==> src/rtl/serializador_vector.sv <==
// serializador_vector
//   Parallel-to-serial transmitter. A word is captured on an accepted load
//   strobe and shifted out on osenal, one bit per iclk cycle. After the last
//   bit, olisto pulses for one cycle. During that cycle a new word can be
//   accepted, so the minimum word pitch is WIDTH+1 cycles.
//
// Parameters
//   WIDTH     bits per word (2..32)
//   MSB_FIRST 1: iValor[WIDTH-1] is sent first, 0: iValor[0] is sent first
//   IDLE_LVL  level of osenal when no data bit is on the line
//
// Ports
//   iclk     clock, rising edge
//   irst_n   asynchronous active-low reset
//   iValor   parallel word, sampled only on an accepted load
//   icargar  load strobe, honoured only when oocupado=0
//   osenal   serial data out (registered)
//   ovalido  osenal carries a data bit
//   oocupado word in flight
//   olisto   one-cycle pulse after the last bit
module serializador_vector #(
  parameter int WIDTH     = 8,
  parameter bit MSB_FIRST = 1'b1,
  parameter bit IDLE_LVL  = 1'b0
) (
  input  logic             iclk,
  input  logic             irst_n,
  input  logic [WIDTH-1:0] iValor,
  input  logic             icargar,
  output logic             osenal,
  output logic             ovalido,
  output logic             oocupado,
  output logic             olisto
);

  localparam int CW = $clog2(WIDTH);
  localparam logic [CW-1:0] LAST = CW'(WIDTH - 1);

  typedef enum logic [1:0] {IDLE = 2'd0, SHIFT = 2'd1, DONE = 2'd2} state_t;

  state_t           state, state_n;
  logic [WIDTH-1:0] sr, sr_n, sr_sh;
  logic [CW-1:0]    cnt, cnt_n;
  logic             senal_n, valido_n, ocup_n, listo_n;

  // The register is shifted toward the transmit end, so the next bit to send
  // always sits at the same end of the shifted value.
  assign sr_sh = MSB_FIRST ? {sr[WIDTH-2:0], 1'b0} : {1'b0, sr[WIDTH-1:1]};

  always_ff @(posedge iclk or negedge irst_n) begin
    if (!irst_n) begin
      state    <= IDLE;
      sr       <= '0;
      cnt      <= '0;
      osenal   <= IDLE_LVL;
      ovalido  <= 1'b0;
      oocupado <= 1'b0;
      olisto   <= 1'b0;
    end else begin
      state    <= state_n;
      sr       <= sr_n;
      cnt      <= cnt_n;
      osenal   <= senal_n;
      ovalido  <= valido_n;
      oocupado <= ocup_n;
      olisto   <= listo_n;
    end
  end

  always_comb begin
    state_n  = state;
    sr_n     = sr;
    cnt_n    = cnt;
    senal_n  = IDLE_LVL;
    valido_n = 1'b0;
    ocup_n   = 1'b0;
    listo_n  = 1'b0;
    case (state)
      // DONE accepts a load exactly like IDLE, which gives back-to-back words.
      IDLE, DONE: begin
        state_n = IDLE;
        if (icargar) begin
          state_n  = SHIFT;
          sr_n     = iValor;
          cnt_n    = '0;
          senal_n  = MSB_FIRST ? iValor[WIDTH-1] : iValor[0];
          valido_n = 1'b1;
          ocup_n   = 1'b1;
        end
      end
      SHIFT: begin
        if (cnt == LAST) begin
          state_n = DONE;
          listo_n = 1'b1;
        end else begin
          sr_n     = sr_sh;
          cnt_n    = cnt + CW'(1);
          senal_n  = MSB_FIRST ? sr_sh[WIDTH-1] : sr_sh[0];
          valido_n = 1'b1;
          ocup_n   = 1'b1;
        end
      end
      default: state_n = IDLE;
    endcase
  end

endmodule

==> config.mk <==
export PLATFORM = sky130hd
export DESIGN_NAME = serializador_vector
export DESIGN_NICKNAME = d
export VERILOG_FILES = /design/src/rtl/serializador_vector.sv
export SDC_FILE = /design/constraint.sdc
export NUM_CORES = 1
export LEC_CHECK = 0
export BUFFER_PORTS_ARGS = -buffer_cell sky130_fd_sc_hd__buf_2
export CAP_MARGIN = 10
export CORE_AREA = 2 2 39 41
export DETAILED_ROUTE_END_ITERATION = 12
export DIE_AREA = 0 0 41 43
export PLACE_DENSITY = 0.74
export SETUP_SLACK_MARGIN = 0.2
export SKIP_CTS_REPAIR_TIMING = 1
export SLEW_MARGIN = 30
export SYNTH_ARGS = -nofsm -noshare
export SYNTH_HDL_FRONTEND = slang
export SYNTH_SLANG_ARGS = --single-unit
==> constraint.sdc <==
create_clock -name iclk -period 4.8 [get_ports iclk]
set_input_delay 0.24 -clock iclk [delete_from_list [all_inputs] [get_ports iclk]]
set_output_delay 0.24 -clock iclk [all_outputs]
set_load 0.1 [all_outputs]
; ---- Word-level counts from Yosys, hierarchy flattened
; Index checks and enable logic that the tools add are counted.
[word_totals]
regBits = 15
elab_cells = 34
in_bits = 11
output_inout_bits = 4
[op_classes]
eq_ne = 6
addsub = 1
reduce_logical = 4
n_mux = 17
[ops]
columns = operator, count
row1 = 2-to-1 mux 7 bit, 2
row2 = case mux 7 bit (2 select lines), 1
row3 = 2-to-1 mux 1 bit, 7
row4 = 2-to-1 mux 3 bit, 2
row5 = != test 2 bit (second input constant), 3
row6 = case mux 3 bit (2 select lines), 1
row7 = case mux 1 bit (2 select lines), 2
row8 = case mux 2 bit (2 select lines), 1
row9 = adder 3 x 1 -> 3 bit (second input constant), 1
row10 = equality test 3 bit (second input constant), 1
row11 = AND reduction 3 bit, 1
row12 = equality test 2 x 1 -> 1 bit (second input constant), 1
row13 = equality test 2 bit (second input constant), 1
row14 = zero test 2 bit, 1
row15 = 2-to-1 mux 2 bit, 1
row16 = nonzero test 2 bit, 1
row17 = OR reduction 2 bit, 1

; ---- Longest topological paths before layout
; Gate-level depths: netlist (run 1).
[depth]
depth_word = 4
ltp_mapped = 6
depth_no_buf = 5

; ---- Worst setup path before layout (run 1)
; Ideal clock, no wire load.
[synth_path]
path_type = register -> register
from = register cnt[0]
to = register sr[4]
setup_ns = 0.121
path_buffers = 1
stages_incl_launch_ff = 7
period_less_slack_ns = 1.604
slack_ns = 3.196
t_arrival_ns = 1.483
required_ns = 4.679
path_cell_list = dfrtp_1 -> ha_1 -> ha_1 -> or3b_4 -> buf_6 -> o22ai_2 -> nor2_1
[synth_between]
elab_chain_cells = 3
[synth_lines]
columns = item, line_no
row1 = start: declaration, 43  ; logic [CW-1:0] cnt, cnt_n;
row2 = start signal: assignment, 62  ; cnt <= cnt_n;
row3 = equality test 3 bit, 92  ; if (cnt == LAST) begin
row4 = != test 2 bit (no line), -
row5 = AND reduction 3 bit (no line), -
row6 = end signal: assignment, 61  ; sr <= sr_n;
row7 = end: declaration, 42  ; logic [WIDTH-1:0] sr, sr_n, sr_sh;
; No other way between the ends.
; A chain may end at the register's enable or synchronous reset.

; ---- Final worst setup path (run 1)
[layout_path]
from = register cnt[0]
to = register sr[2]
; Same word-level chain as after synthesis.

==> reports/metrics.cfg, run 1 <==
[clock_tree]
clkSinkCount=15
clkTransAtPathRegs_ps=80
cts_buffers=3
root_buffer=clkbuf_4
insertion_delay_ps=280
cts_buffer_depth=2
htree_levels=1
cts_tree=built

[power]
ir_drop_v=0.000278
p_leak_nw=0.375
p_per_area_nw_per_um2=763

[critical_path]
arrival_ps=1830
required_ps=4970
endpoint_kind=flip-flop
worst-path-buf-inv=0
crit_path_start_kind=flip-flop
slowest_delay_ps=500
slowest_stage=or3b_4
cp_common_cell=ha_1
path_class=flip-flop to flip-flop
cp_cell_sequence=ha_1, ha_1, or3b_4, o22ai_1, nor2_1
cp_top_family=simple AND/OR/NAND/NOR gates
path_max_fanout=13

[logic_synthesis]
yosys_warnings=0
synth_nets=72
ys.flop_type=dfrtp_1
synth.largest_area_cell=dfrtp_1
synth_top_area_share_pct=57.3
synth_edf_count=0
synth-async-reset-ratio_pct=100
yosys_register_bits=15
ys_seq_area_share_pct=57.3
synthDistinctLibCells=19
syn_avg_cell_area_um2=11.1
synthesis.area_um2=656
yosys-top-cells-area=dfrtp_1 (57%), o22ai_2 (5.7%), nor3_1 (4.6%)
synthCells=59

[sta]
finalSetupViolCount=0
finalHoldViolCount=0
fmax_mhz=603
rsz0062_at_grt=false
slew_headroom_pct=61.4
post-route-period-util_pct=34.6
final_max_slew_viol_count=0
period_needed_ps=1660
worstMarginPinSlew_ps=576
timing.setup.tns_ps=0
skew_ps=2.62

[worst_hold_path]
min_path_type=input pin to flip-flop

[final_layout]
area_growth_pct=15.1
layout_commonest_cell=dfrtp_1
utilization_pct=54.5
fin_nets=88
fin_area_um2=754
final_cell_mix=dfrtp_1 (15), buf_2 (14), nand2_1 (8), nor3_1 (6), nor2_1 (6)
instances_no_fill=90
drive_gt1_share_pct=29.7
antennaDiodeCount=0

[global_routing]
grt_use_total_pct=15.8
overflow=0
grt_max_degree=16
antenna_found_initial=0
grt_pass1_vias=417
grt_first_pass_wirelength_um=1810

[floorplan]
die_height_um=43
num_rows=14
chipWidth_um=41
start_util_pct=47.4
boundaryPins=15
die_area_um2=1760
coreArea_um2=1380

[routing]
drtIter0Drc=11
wl_um=1100
drc=0
via_per_inst=5.34
first_pass_iters=4
vias=481
post_drt_wl_per_cell_um=12.2
postRouteAntennaNets=0

[placed_design]
dpl_cell_area_um2=718
gp_congestion=0.765
hpwl_um=763
dpl.cell_count=85
io_buffers=14

[job]
drv_cap=0

[run_status]
status=completed

synthesized netlist by cell type, types with 2 or more instances:
master / count
dfrtp_1: 15
nor2_1: 6
o22ai_2: 3
and3b_1: 2
nor3_1: 6
ha_1: 2
nand2_1: 8
o22ai_1: 3
nand3_1: 4
per-stage QoR:
step / hold WS, ps / total power [W] / worst slack (ps)
after floorplan: -55.6 / 0.000476 / 3200
after global placement: 157 / 0.000503 / 3190
after detailed placement: 162 / 0.000509 / 3150
after CTS: -149 / 0.000580 / 3140
after global routing: 171 / 0.000625 / 3060
final: 156 / 0.000575 / 3140
cells by family (layout without fill, tap and decap cells):
| family | Yosys count | in the layout | share of synthesized area [%] |
|---|---|---|---|
| compound gates | 8 | 8 | 10.7 |
| fa+ha+maj | 2 | 2 | 3.82 |
| buf+inv | 4 | 19 | 4.20 |
| flops | 15 | 15 | 57.3 |
| simple gates | 30 | 30 | 24.0 |
state kept, by name (all words and copies together), names as in the netlist:
signal,count
osenal,1
olisto,1
sr,7
cnt,3
oocupado,1
state,2
area by class of cell:
cell class              count  area [um^2]
clock buffers               4         26.3
fillers                   127          629
multi-input cells          40          253
flip-flops and latches     15          375
well taps                  16         20.0
repair buffers             15         80.1
routing by layer:
layer	vias to the layer above	wire [um]	GRT usage [%]
met1	225	500	20.5
met5	-	0	0
met4	0	37	12.0
li1	235	-	-
met3	4	90	4.71
met2	17	472	21.3
power breakdown:
group / switching (W) / internal, W
combinational: 0.000198 / 0.0000910
clock: 0.0000389 / 0.0000323
sequential: 0.0000314 / 0.000184
total: 0.000269 / 0.000307
worst reg2reg max path, stage by stage (launching register included):
cell	delay [ps]
dfrtp_1	410
ha_1	210
ha_1	220
or3b_4	500
o22ai_1	160
nor2_1	60
worst paths after layout:
check	start	end	slack (ps)	cells past startpoint
max reg2reg	cnt[0]	sr[2]	3140	5
max	cnt[0]	sr[2]	3140	5
min in group asynchronous	irst_n	cnt[2]	380	2
min reg2reg	cnt[0]	cnt[0]	500	1
max in group asynchronous	irst_n	sr[5]	4180	2
min	iValor[0]	sr[0]	160	3
(Power assumes the default switching activity.)
==> inputs of run 2 (changes only) <==
CORE_AREA = not set   (was 2 2 39 41)
CORE_UTILIZATION = 49   (was not set)
DIE_AREA = not set   (was 0 0 41 43)
clock period = 1.6 ns   (was 4.8 ns; I/O delays follow)
==> run 2 against run 1 <==
  * Register-to-register slack worse by 3100 ps
  * Via count is 4.6% higher
  * Wire length is 12% higher
  * Core utilization is 16 points higher
  * Critical path depth stayed put
  * Count of clock-buffer cells in the layout stayed put
  * Cell count is 3.3% higher
  * Sequential share of layout area is 4.4 points lower
  * Worst setup slack worse by 3100 ps
  * First-iteration DRC count is 45% lower
  * Total power grew to 3.3 times the previous value
  * Critical endpoint is now cnt[2]
==> reports/metrics.cfg, run 2 (same netlist as run 1, synthesis figures left out) <==
[global_routing]
grt_util_met2_pct=30.0  ; was 21.3%
use_met3_pct=5.20  ; was 4.71%
overflow=0  ; unchanged
grtUsageMet1_pct=25.6  ; was 20.5%
grt_use_total_pct=20.5  ; was 15.8%
grt_pass1_vias=444  ; was 417
grt_first_pass_wirelength_um=1930  ; was 1810 um
antenna_found_initial=0  ; unchanged
grt_max_degree=16  ; unchanged
top_usage_layer=met2  ; unchanged

[final_layout]
nFillCells=91  ; was 127
final_cell_mix=dfrtp_1 (14), buf_2 (14), nand2_1 (8)  ; was dfrtp_1 (15), buf_2 (14), nand2_1 (8), nor3_1 (6), nor2_1 (6)
area_growth_pct=26.7  ; was 15.1%
antennaDiodeCount=0  ; unchanged
drive_gt1_share_pct=40.5  ; was 29.7%
largest_reg_flops=7  ; unchanged
top_regs=sr: 7 flops, cnt: 3 flops, state: 2 flops  ; unchanged
largest-register=sr  ; unchanged
fin_nets=93  ; was 88

[critical_path]
worst-path-buf-inv=0  ; unchanged
endpoint_kind=flip-flop  ; unchanged
path_max_fanout=7  ; was 13
slowest_stage=or3b_4  ; unchanged
crit_path_start_kind=flip-flop  ; unchanged
path_class=flip-flop to flip-flop  ; unchanged
arrival_ps=1690  ; was 1830 ps
slowest_delay_ps=450  ; was 500 ps
cp_cell_sequence=ha_2, ha_4, or3b_4, nand3_1, nand2_1  ; was ha_1, ha_1, or3b_4, o22ai_1, nor2_1
required_ps=1770  ; was 4970 ps
cp_top_family=simple AND/OR/NAND/NOR gates  ; unchanged

[sta]
timing.setup.tns_ps=0  ; unchanged
rsz0062_at_grt=true  ; was false
period_needed_ps=1520  ; was 1660 ps
post-route-period-util_pct=95.1  ; was 34.6%
fmax_mhz=657  ; was 603 MHz
finalHoldViolCount=0  ; unchanged
skew_ps=2.80  ; was 2.62 ps
worstMarginPinSlew_ps=549  ; was 576 ps
final_max_slew_viol_count=0  ; unchanged
finalSetupViolCount=0  ; unchanged
slew_headroom_pct=63.4  ; was 61.4%

[routing]
post_drt_wl_per_cell_um=13.3  ; was 12.2 um
via_per_inst=5.41  ; was 5.34
drtIter0Drc=6  ; was 11
drc=0  ; unchanged
wl_um=1240  ; was 1100 um
vias=503  ; was 481
first_pass_iters=4  ; unchanged
postRouteAntennaNets=0  ; unchanged

[worst_hold_path]
min_path_type=input pin to flip-flop  ; unchanged

[power]
ir_drop_v=0.00125  ; was 0.000278 V
p_per_area_nw_per_um2=2300  ; was 763 nW/um^2
p_total_w=0.00191  ; was 0.000575 W
p_leak_nw=0.402  ; was 0.375 nW

[clock_tree]
clkTransAtPathRegs_ps=80  ; about the same
cts_buffers=3  ; unchanged
htree_levels=1  ; unchanged
cts_buffer_depth=2  ; unchanged
insertion_delay_ps=280  ; about the same
cts_tree=built  ; unchanged
root_buffer=clkbuf_4  ; unchanged
clkSinkCount=15  ; unchanged

[floorplan]
die_area_um2=1490  ; was 1760 um^2
coreArea_um2=1170  ; was 1380 um^2
start_util_pct=56.0  ; was 47.4%
num_rows=12  ; was 14
die_height_um=38.6  ; was 43 um
boundaryPins=15  ; unchanged
chipWidth_um=38.6  ; was 41 um

[placed_design]
io_buffers=14  ; unchanged
gp_congestion=0.680  ; was 0.765
hpwl_um=783  ; was 763 um

[run_status]
status=completed  ; unchanged

[job]
drv_cap=0  ; unchanged

## run 2: path summary, 6_finish.rpt
| path | startpoint | end | slack (ps) | depth (start not counted) |
|---|---|---|---|---|
| hold / removal | iValor[7] | osenal | 30 | 2 |
| min in group asynchronous | irst_n | osenal | 220 | 2 |
| max in group asynchronous | irst_n | oocupado | 1110 | 2 |
| hold reg to reg | sr[6] | osenal | 510 | 1 |
| setup / recovery | cnt[1] | cnt[2] | 80 | 5 |
| setup reg to reg | cnt[1] | cnt[2] | 80 | 5 |
## run 2: metal layers
metal  wire length [um]  vias to the layer above
li1                   -                      248
met1                593                      232
met2                539                       18
met3                 67                        5
met4                 34                        0
met5                  0                        -
## run 2: area by class of cell
type	instances	area, um^2	share of cell area [%]
Clock buffer	4	26.3	3.16
Multi-Input combinational cell	41	298	35.8
Sequential cell	15	377	45.3
Tap cell	14	17.5	2.11
Timing Repair Buffer	19	113	13.6
## run 2: worst register-to-register path, stage by stage (launching register included)
cell	delay (ps)
dfrtp_1	390
ha_2	200
ha_4	170
or3b_4	450
nand3_1	110
nand2_1	80
## run 2: through the flow
step                hold WS [ps]  setup WS (ps)  area [um^2]  utilization (%)  std cells
floorplan                   -216            111          672                -         59
global placement            1.56           93.7          739             63.1         84
detailed placement         -3.13           57.1          739             63.1         84
CTS                         -309           46.1          766             65.4         88
global route                44.0           19.6          831             70.9         93
finish                      31.2           77.6          831             70.9         93
## run 2: power by group
part	internal, W	leakage, nW	total [W]	switching [W]
clock network	0.0000967	0.0150	0.000209	0.000113
logic	0.000385	0.207	0.00104	0.000654
registers	0.000553	0.181	0.000663	0.000111
==> inputs of run 3 (changes only) <==
PLACE_DENSITY = 0.85   (was 0.74)
==> run 3 against run 2 <==
  * Non-clock buffer count decreased by 1
  * Critical path depth stayed put
  * Fmax up 0.38%
  * Hold slack better by 12 ps
  * Total power increased by 2.4%
  * Via count decreased by 2.8%
  * Core utilization rose by 1.1 points
  * Final area grew 1.5%
  * Count of clock-buffer cells in the layout shrank 1
  * Sequential share of layout area down 0.67 points
  * Largest cell class unchanged
==> reports/metrics.cfg, run 3 (same netlist as run 1, synthesis figures left out) <==
[sta]
worstMarginPinSlew_ps=606  ; was 549 ps
layout_setup_ws_ps=83.5  ; was 77.6 ps
final_max_slew_viol_count=0  ; unchanged
timing.setup.tns_ps=0  ; unchanged
period_needed_ps=1520  ; about the same
rsz0062_at_grt=true  ; unchanged
holdWs_ps=43.2  ; was 31.2 ps
skew_ps=0.637  ; was 2.80 ps
finalSetupViolCount=0  ; unchanged
fmax_mhz=659  ; was 657 MHz
post-route-period-util_pct=94.8  ; was 95.1%
finalHoldViolCount=0  ; unchanged
slew_headroom_pct=59.6  ; was 63.4%

[floorplan]
die_area_um2=1490  ; unchanged
boundaryPins=15  ; unchanged
start_util_pct=56.0  ; unchanged
die_height_um=38.6  ; unchanged
num_rows=12  ; unchanged
chipWidth_um=38.6  ; unchanged
coreArea_um2=1170  ; unchanged

[clock_tree]
root_buffer=clkbuf_4  ; unchanged
cts_buffer_depth=2  ; unchanged
clkSinkCount=15  ; unchanged
clkTransAtPathRegs_ps=90  ; was 80 ps
cts_buffers=3  ; unchanged
insertion_delay_ps=290  ; was 280 ps
cts_tree=built  ; unchanged
htree_levels=1  ; unchanged

[global_routing]
overflow=0  ; unchanged
grt_pass1_vias=454  ; was 444
use_met3_pct=4.05  ; was 5.20%
grt_use_total_pct=19.8  ; was 20.5%
grtUsageMet1_pct=25.1  ; was 25.6%
top_usage_layer=met2  ; unchanged
grt_first_pass_wirelength_um=1900  ; was 1930 um
grt_max_degree=16  ; unchanged
grt_util_met2_pct=30.4  ; was 30.0%
antenna_found_initial=0  ; unchanged

[final_layout]
fin_nets=92  ; was 93
largest_reg_flops=7  ; unchanged
area_growth_pct=28.6  ; was 26.7%
drive_gt1_share_pct=43.6  ; was 40.5%
fin_area_um2=843  ; was 831 um^2
nFillCells=88  ; was 91
final_cell_mix=dfrtp_1 (14), buf_2 (14), nand2_1 (8)  ; unchanged
top_regs=sr: 7 flops, cnt: 3 flops, state: 2 flops  ; unchanged
utilization_pct=72.0  ; was 70.9%
largest-register=sr  ; unchanged
antennaDiodeCount=0  ; unchanged

[power]
p_per_area_nw_per_um2=2320  ; was 2300 nW/um^2
p_leak_nw=0.404  ; was 0.402 nW
ir_drop_v=0.00137  ; was 0.00125 V

[run_status]
status=completed  ; unchanged

[worst_hold_path]
min_path_type=input pin to flip-flop  ; unchanged

[routing]
wl_um=1330  ; was 1240 um
first_pass_iters=4  ; unchanged
postRouteAntennaNets=0  ; unchanged
vias=489  ; was 503
drc=0  ; unchanged
post_drt_wl_per_cell_um=14.4  ; was 13.3 um
via_per_inst=5.32  ; was 5.41
drtIter0Drc=4  ; was 6

[critical_path]
required_ps=1780  ; was 1770 ps
endpoint_kind=flip-flop  ; unchanged
path_class=flip-flop to flip-flop  ; unchanged
arrival_ps=1700  ; was 1690 ps
path_max_fanout=7  ; unchanged
crit_path_start_kind=flip-flop  ; unchanged

[placed_design]
gp_congestion=0.735  ; was 0.680
dpl_cell_area_um2=739  ; unchanged
hpwl_um=860  ; was 783 um
io_buffers=14  ; unchanged
pre_cts_ws_ps=69.5  ; was 57.1 ps

[job]
drv_cap=0  ; unchanged

## run 3: cell types whose count changed in the layout (fill, tap and decap cells not counted), sizes merged
| cell | delta |
|---|---|
| clkinv | +1 |
| buf | -1 |
| clkbuf | -1 |
## run 3: stage by stage
| stage | total power, W | instances |
|---|---|---|
| 4_1_cts | 0.00182 | 88 |
| 5_1_grt | 0.00209 | 92 |
| 2_1_floorplan | 0.00145 | 59 |
| 6_report | 0.00196 | 92 |
| 3_5_place_dp | 0.00160 | 84 |
| 3_3_place_gp | 0.00155 | 84 |
## run 3: report_power, final
group          leakage (nW)  internal [W]  switching [W]
combinational         0.206      0.000388       0.000666
sequential            0.181      0.000553       0.000128
clock                0.0177     0.0000930       0.000130
total                 0.404       0.00103       0.000924
## run 3: final timing paths
check	startpoint	to	slack, ps	cells past startpoint
min	iValor[7]	osenal	40	2
max in group asynchronous	irst_n	oocupado	1120	2
max reg2reg	cnt[1]	sr[3]	80	5
min in group asynchronous	irst_n	osenal	220	2
min reg2reg	sr[0]	sr[0]	530	2
max	cnt[1]	sr[3]	80	5
## run 3: metal layers
layer	vias to the layer above	routed length (um)
met5	-	0
met4	0	29
met3	4	52
met2	13	629
met1	226	613
li1	246	-
## run 3: cell type report
| type | instances | area [um^2] | share of cell area (%) |
|---|---|---|---|
| clock inverter | 1 | 5.00 | 0.593 |
| tap | 14 | 17.5 | 2.08 |
| multi-input combinational | 41 | 317 | 37.5 |
| clock buffer | 3 | 22.5 | 2.67 |
| sequential | 15 | 377 | 44.7 |
| timing repair buffer | 18 | 105 | 12.5 |
## run 3: critical path: stages, from the launching register on
cell,delay (ps)
dfrtp_1,420
ha_4,180
ha_4,170
or3b_4,470
o22ai_2,110
nor2_1,70
